`src/rtl/basic_gates.sv`:
```
// Bitwise two-operand logic cell: free-running AND/OR outputs plus a
// clocked, op-selectable result register with a one-cycle capture strobe.
module basic_gates #(
  parameter int WIDTH = 1
) (
  input  logic             clk,
  input  logic             rst,
  input  logic [WIDTH-1:0] a,
  input  logic [WIDTH-1:0] b,
  output logic [WIDTH-1:0] and_out,
  output logic [WIDTH-1:0] or_out,
  input  logic [2:0]       op,
  input  logic             en,
  output logic [WIDTH-1:0] y_q,
  output logic             valid_q
);

  typedef enum logic [2:0] {
    OP_AND  = 3'd0,
    OP_OR   = 3'd1,
    OP_XOR  = 3'd2,
    OP_NAND = 3'd3,
    OP_NOR  = 3'd4,
    OP_XNOR = 3'd5,
    OP_PASS = 3'd6,
    OP_NOT  = 3'd7
  } op_e;

  op_e             op_sel;
  logic [WIDTH-1:0] f;
  logic [WIDTH-1:0] y_d;
  logic             valid_d;

  assign op_sel  = op_e'(op);
  assign and_out = a & b;
  assign or_out  = a | b;

  always_comb begin
    // NOTE: every always_comb output gets a default first so no path can infer a latch.
    f = '0;
    unique case (op_sel)
      OP_AND:  f = a & b;
      OP_OR:   f = a | b;
      OP_XOR:  f = a ^ b;
      OP_NAND: f = ~(a & b);
      OP_NOR:  f = ~(a | b);
      OP_XNOR: f = ~(a ^ b);
      OP_PASS: f = a;
      OP_NOT:  f = ~a;
      default: f = '0;
    endcase
  end

  always_comb begin
    y_d     = y_q;
    valid_d = en;
    if (en) begin
      y_d = f;
    end
  end

  // NOTE: state flops use non-blocking assignment so all registers update together at the edge.
  always_ff @(posedge clk or posedge rst) begin
    if (rst) begin
      y_q     <= '0;
      valid_q <= 1'b0;
    end else begin
      y_q     <= y_d;
      valid_q <= valid_d;
    end
  end

endmodule

```
`config.mk`:
```
export PLATFORM = sky130hd
export DESIGN_NAME = basic_gates
export DESIGN_NICKNAME = d
export VERILOG_FILES = /design/src/rtl/basic_gates.sv
export SDC_FILE = /design/constraint.sdc
export NUM_CORES = 1
export LEC_CHECK = 0
export CORE_AREA = 5 5 42 44
export CTS_CLUSTER_SIZE = 16
export DETAILED_ROUTE_END_ITERATION = 8
export DIE_AREA = 0 0 47 49
export GPL_TIMING_DRIVEN = 1
export HOLD_SLACK_MARGIN = 0.1
export PLACE_DENSITY_LB_ADDON = 0.12
export SLEW_MARGIN = 20
export SYNTH_ARGS = -nofsm -noshare
export SYNTH_HDL_FRONTEND = slang
export SYNTH_SLANG_ARGS = --single-unit
```
`constraint.sdc`:
```
create_clock -name clk -period 1.55 [get_ports clk]
set_input_delay 0.31 -clock clk [delete_from_list [all_inputs] [get_ports clk]]
set_output_delay 0.31 -clock clk [all_outputs]
set_load 0.005 [all_outputs]
```
==> impl_metrics.py, run 1 <==
metrics = {
    "final_layout": {
        "fin_util_pct": 27.05,
        "nNetsFinal": 46,
        "drive_above_1_share_pct": 50.00,
        "syn2layout_area_growth_pct": 129.5,
        "diodes": 0,
    },
    "synthesis": {
        "syn_avg_cell_area_um2": 10.32,
        "yosys.area_share.xor_xnor_pct": 5.303,
        "synth_nets": 26,
        "synth_top_family_by_area": "multiplexers",
        "synth_fa_ha_area_share_pct": 15.15,
        "muxShareOfSynthArea_pct": 29.55,
        "postSynthCellCount": 16,
        "yosys_register_bits": 2,
        "synth_warnings": 0,
        "synth_compound_area_share_pct": 6.061,
        "ys_seq_area_share_pct": 30.30,
        "ys_types": 9,
        "syn-cell-area_um2": 165.2,
        "yosys.area_share.simple_pct": 4.545,
    },
    "cts": {
        "cts_tree": "done",
        "cts-hold-fix-buffers": 0,
        "cts_buffers": 3,
        "clk_pin_slew_ns": 0.03,
        "ctsResizeCount": 12,
        "cts-htree-levels": 1,
        "clock_sinks": 2,
        "cts_root_buffer": "clkbuf_4",
        "clockBufferDepth": 2,
        "clk_latency_ns": 0.22,
        "cts_post_setup_buffers_inserted": 0,
    },
    "route": {
        "firstDrtPassIters": 3,
        "drt_iter0_markers": 2,
        "wirelength_um": 487,
        "drc": 0,
        "dr_total_vias": 180,
        "wl_per_cell_um": 9.740,
        "via_per_inst": 3.600,
        "drtAntennaViolNets": 0,
    },
    "pwr": {
        "pwr_density_cell_nw_per_um2": 706.7,
        "p_leak_nw": 0.1694,
        "peakVddDrop_mv": 0.1705,
        "power_uw": 267.9,
    },
    "timing": {
        "min_period_over_period_pct": 97.93,
        "finalSetupViolations": 0,
        "slew_violations": 0,
        "slew_headroom_pct": 92.26,
        "rsz0062_at_grt": "false",
        "clock_skew_ns": 0,
        "fin_setup_tns_ns": 0,
        "min_period_ns": 1.518,
        "final_hold_viol_count": 0,
        "worst_pin_slew_ns": 0.1158,
        "fmax_mhz": 658.8,
    },
    "grt": {
        "antenna_found_initial": 0,
        "first_global_vias": 206,
        "grt_pass1_wl_um": 703,
        "grt_usage_pct": 4.792,
        "grt_max_degree": 6,
        "overflow": 0,
    },
    "floorplanning": {
        "initial_utilization_pct": 11.79,
        "ioPinCount": 12,
        "rows": 14,
        "die-area_um2": 2303,
        "coreArea_um2": 1401,
        "die_w_um": 47,
        "dieHeight_um": 49,
    },
    "setup_path": {
        "critPathLaunchType": "input pin",
        "worstSetupPathType": "in2reg",
        "crit_chain": "buf_4, inv_8, ha_4, inv_2, mux2_4, mux4_2, mux2_4",
        "cp.required_ns": 1.66,
        "cpMostUsedCell": "mux2_4",
        "worst_path_largest_cell_delay_ns": 0.46,
        "worst_setup_path_end_kind": "flip-flop",
        "cp.arrival_ns": 1.62,
        "crit_fanout": 2,
        "crit_slowest_cell": "mux4_2",
    },
    "worst_hold_path": {
        "hold_class": "in2async",
    },
    "status": {
        "status": "finished, final reports clean",
    },
    "placement": {
        "dp_hpwl_um": 418.2,
        "io_buffers": 11,
        "place_congestion": 0.6564,
    },
    "job": {
        "max_cap_violations": 0,
    },
}
## cell families (layout without fill, tap and decap cells)
logic type,Yosys count,after routing
flops,2,2
mux,3,3
simple gates,2,2
compound gates,2,2
buf+inv,4,22
xor+xnor,1,1
fa+ha+maj,2,2
## sequential cells by signal, indices dropped and copies added, names as in the netlist
signal   count
valid_q      1
y_q          1
## final cells by class
class                   count  area, um2
fillers                   162       1022
multi-input cells          10      128.9
repair buffers             15      132.6
flip-flops and latches      2      50.05
clock buffers               3      22.52
inverters                   4      25.02
well taps                  16      20.02
## stage by stage
| stage | hold slack (ns) | cell area [um2] | instances | worst slack [ns] |
|---|---|---|---|---|
| 6_report | 0.2431 | 379.1 | 50 | 0.03214 |
| 5_1_grt | 0.2600 | 379.1 | 50 | 0.02108 |
| 4_1_cts | 0.2407 | 379.1 | 50 | 0.03444 |
| 3_5_place_dp | 0.4765 | 364.1 | 47 | -0.6757 |
| 3_3_place_gp | 0.4680 | 364.1 | 47 | -0.6534 |
| 2_1_floorplan | 0.05118 | 203.9 | 16 | 0.001053 |
## placed cells by master (no fill, tap or decap), drive strengths merged
master and count:
a21oi 2, buf 6, clkbuf 3, clkdlybuf4s50 7, dfrtp 2, dlygate4sd2 2
ha 2, inv 4, mux2 2, mux4 1, nor2 2, xor2 1
## synth_stat cells, drive strengths merged
cell,instances,area (um2)
dfrtp,2,50.05
mux4,1,22.52
inv,4,15.01
xor2,1,8.760
mux2,2,26.27
nor2,2,7.510
a21oi,2,10.01
ha,2,25.02
## report_power, final
part           leakage, nW  switching, mW  internal, mW
sequential          0.0232        0.00326        0.0590
clock               0.0138         0.0313        0.0856
combinational        0.132         0.0290        0.0598
total                0.169         0.0636         0.204
## metal layers
layer | vias up | global-route usage [%] | wire length, um
met4 | 0 | 6.912 | 9
met3 | 2 | 1.107 | 48
met2 | 6 | 8.145 | 305
li1 | 90 | - | -
met1 | 82 | 3.084 | 123
met5 | - | 0 | 0
## worst paths after layout
| kind | from | endpoint | slack, ns | cells past startpoint |
|---|---|---|---|---|
| worst max-delay path | b | y_q$_DFFE_PP0P_ | 0.03 | 7 |
| worst min-delay path | rst | y_q$_DFFE_PP0P_ | 0.24 | 2 |
| worst max register to register | y_q$_DFFE_PP0P_ | y_q$_DFFE_PP0P_ | 0.79 | 1 |
| worst min register to register | y_q$_DFFE_PP0P_ | y_q$_DFFE_PP0P_ | 0.52 | 1 |
| max in group asynchronous | rst | valid_q$_DFF_PP0_ | 1.20 | 2 |
| min in group clk | y_q$_DFFE_PP0P_ | y_q$_DFFE_PP0P_ | 0.52 | 1 |
## worst max-delay path: cells and delay by family
family | cells | cell delay, ns
muxes | 3 | 0.97
buffers and inverters | 3 | 0.22
adders and majority gates | 1 | 0.12
Power figures use the tool's default switching activity.
==> run 2: changes to the inputs <==
--- a/config.mk
+++ b/config.mk
@@ -10,9 +10,10 @@
 export DETAILED_ROUTE_END_ITERATION = 8
 export DIE_AREA = 0 0 47 49
 export GPL_TIMING_DRIVEN = 1
-export HOLD_SLACK_MARGIN = 0.1
+export HOLD_SLACK_MARGIN = 0.08
 export PLACE_DENSITY_LB_ADDON = 0.12
 export SLEW_MARGIN = 20
 export SYNTH_ARGS = -nofsm -noshare
 export SYNTH_HDL_FRONTEND = slang
 export SYNTH_SLANG_ARGS = --single-unit
+export TNS_END_PERCENT = 1
==> constraint.sdc (replaced) <==
create_clock -name clk -period 1.35 [get_ports clk]
set_input_delay 0.27 -clock clk [delete_from_list [all_inputs] [get_ports clk]]
set_output_delay 0.27 -clock clk [all_outputs]
set_load 0.005 [all_outputs]
==> impl_metrics.py, run 2 (same netlist as run 1, synthesis figures left out) <==
metrics = {
    "status": {
        "status": "complete, but fails checks",
        "violations": "negative setup slack",
    },
    "grt": {
        "first_global_vias": 240,
        "antenna_found_initial": 0,
        "grt_max_degree": 6,
        "grt_usage_pct": 5.775,
        "overflow": 0,
        "grt_pass1_wl_um": 862,
    },
    "floorplanning": {
        "coreArea_um2": 1401,
        "rows": 14,
        "dieHeight_um": 49,
        "initial_utilization_pct": 11.79,
        "die-area_um2": 2303,
        "die_w_um": 47,
        "ioPinCount": 12,
    },
    "setup_path": {
        "cp-startpoint": "b",
        "crit_fanout": 2,
        "worstSetupPathType": "in2reg",
        "r2r_start": "y_q$_DFFE_PP0P_",
        "cp.required_ns": 1.45,
        "cp.arrival_ns": 1.54,
        "critPathLaunchType": "input pin",
        "worst_setup_path_end_kind": "flip-flop",
    },
    "cts": {
        "cts-htree-levels": 1,
        "clockBufferDepth": 2,
        "cts_buffers": 3,
        "cts_root_buffer": "clkbuf_4",
        "clk_pin_slew_ns": 0.03,
        "cts_tree": "done",
        "clk_latency_ns": 0.22,
        "cts-hold-fix-buffers": 0,
        "clock_sinks": 2,
    },
    "pwr": {
        "pwr_density_cell_nw_per_um2": 736.8,
        "p_leak_nw": 0.2037,
        "peakVddDrop_mv": 0.1464,
        "power_uw": 320.8,
    },
    "final_layout": {
        "final_cell_mix": "buf_4, clkdlybuf4s50_1, clkbuf_4",
        "reg.largest.list": "valid_q x1, y_q x1",
        "diodes": 0,
        "layout_commonest_cell": "buf_4",
        "nNetsFinal": 49,
        "stdcell_count": 53,
        "drive_above_1_share_pct": 62.16,
        "finish.instance_area_um2": 435.4,
        "syn2layout_area_growth_pct": 163.6,
    },
    "timing": {
        "worst_slack_ns": -0.08698,
        "worst_pin_slew_ns": 0.1332,
        "min_period_ns": 1.437,
        "holdWs_ns": 0.2074,
        "finalSetupViolations": 1,
        "slew_violations": 0,
        "final_hold_viol_count": 0,
        "slew_headroom_pct": 91.12,
        "fmax_mhz": 695.9,
        "min_period_over_period_pct": 106.4,
        "rsz0062_at_grt": "true",
        "clock_skew_ns": 0,
        "fin_setup_tns_ns": -0.08698,
    },
    "placement": {
        "place_congestion": 0.5910,
        "place_area_um2": 379.1,
        "dp_hpwl_um": 431.3,
        "dp.cells": 48,
        "io_buffers": 11,
    },
    "route": {
        "drtAntennaViolNets": 0,
        "via_per_inst": 3.679,
        "drt_iter0_markers": 1,
        "wirelength_um": 536,
        "dr_total_vias": 195,
        "firstDrtPassIters": 2,
        "drc": 0,
        "wl_per_cell_um": 10.11,
    },
    "worst_hold_path": {
        "hold_class": "in2async",
    },
    "job": {
        "max_cap_violations": 0,
    },
}
-- run 2: timing repair --
action	4_1_cts	5_1_grt
resized for setup	16	10
setup buffers	1	2
endpoints found under the setup margin	3	2
pin swaps	1	1
-- run 2: cell type report --
cell class / instances / area, um2
inverter: 4 / 32.53
multi-input combinational: 10 / 133.9
timing repair buffer: 18 / 176.4
tap: 16 / 20.02
fill: 160 / 965.9
sequential: 2 / 50.05
clock buffer: 3 / 22.52
-- run 2: power by group --
group / total, mW / internal, mW / switching [mW] / leakage (nW)
Sequential: 0.0708 / 0.0677 / 0.00305 / 0.0232
Combinational: 0.119 / 0.0806 / 0.0389 / 0.167
Clock: 0.131 / 0.0979 / 0.0326 / 0.0138
Total: 0.321 / 0.246 / 0.0746 / 0.204
-- run 2: final timing paths --
path | to | slack (ns) | cells past startpoint
min reg2reg | y_q$_DFFE_PP0P_ | 0.50 | 1
min | valid_q$_DFF_PP0_ | 0.21 | 2
max | y_q$_DFFE_PP0P_ | -0.09 | 7
max reg2reg | y_q$_DFFE_PP0P_ | 0.61 | 1
max in group asynchronous | y_q$_DFFE_PP0P_ | 1.03 | 2
min in group clk | y_q$_DFFE_PP0P_ | 0.50 | 1
-- run 2: critical path, cell delays in order --
cell and delay (ns):
buf_12 0.11, inv_12 0.04, ha_4 0.12, inv_2 0.03
mux2_4 0.24, mux4_2 0.45, mux2_4 0.26
-- run 2: per-stage QoR --
| stage | setup slack, ns | util [%] |
|---|---|---|
| 2_1_floorplan | -0.1575 | - |
| 3_3_place_gp | -0.8001 | 27.05 |
| 3_5_place_dp | -0.8176 | 27.05 |
| 4_1_cts | -0.1815 | 29.11 |
| 5_1_grt | -0.1123 | 31.07 |
| 6_report | -0.08698 | 31.07 |
-- run 2: routing by layer --
metal / global-route usage [%] / wire length (um)
met1: 3.956 / 141
met2: 8.824 / 344
met3: 2.583 / 40
met4: 8.295 / 9
met5: 0 / 0
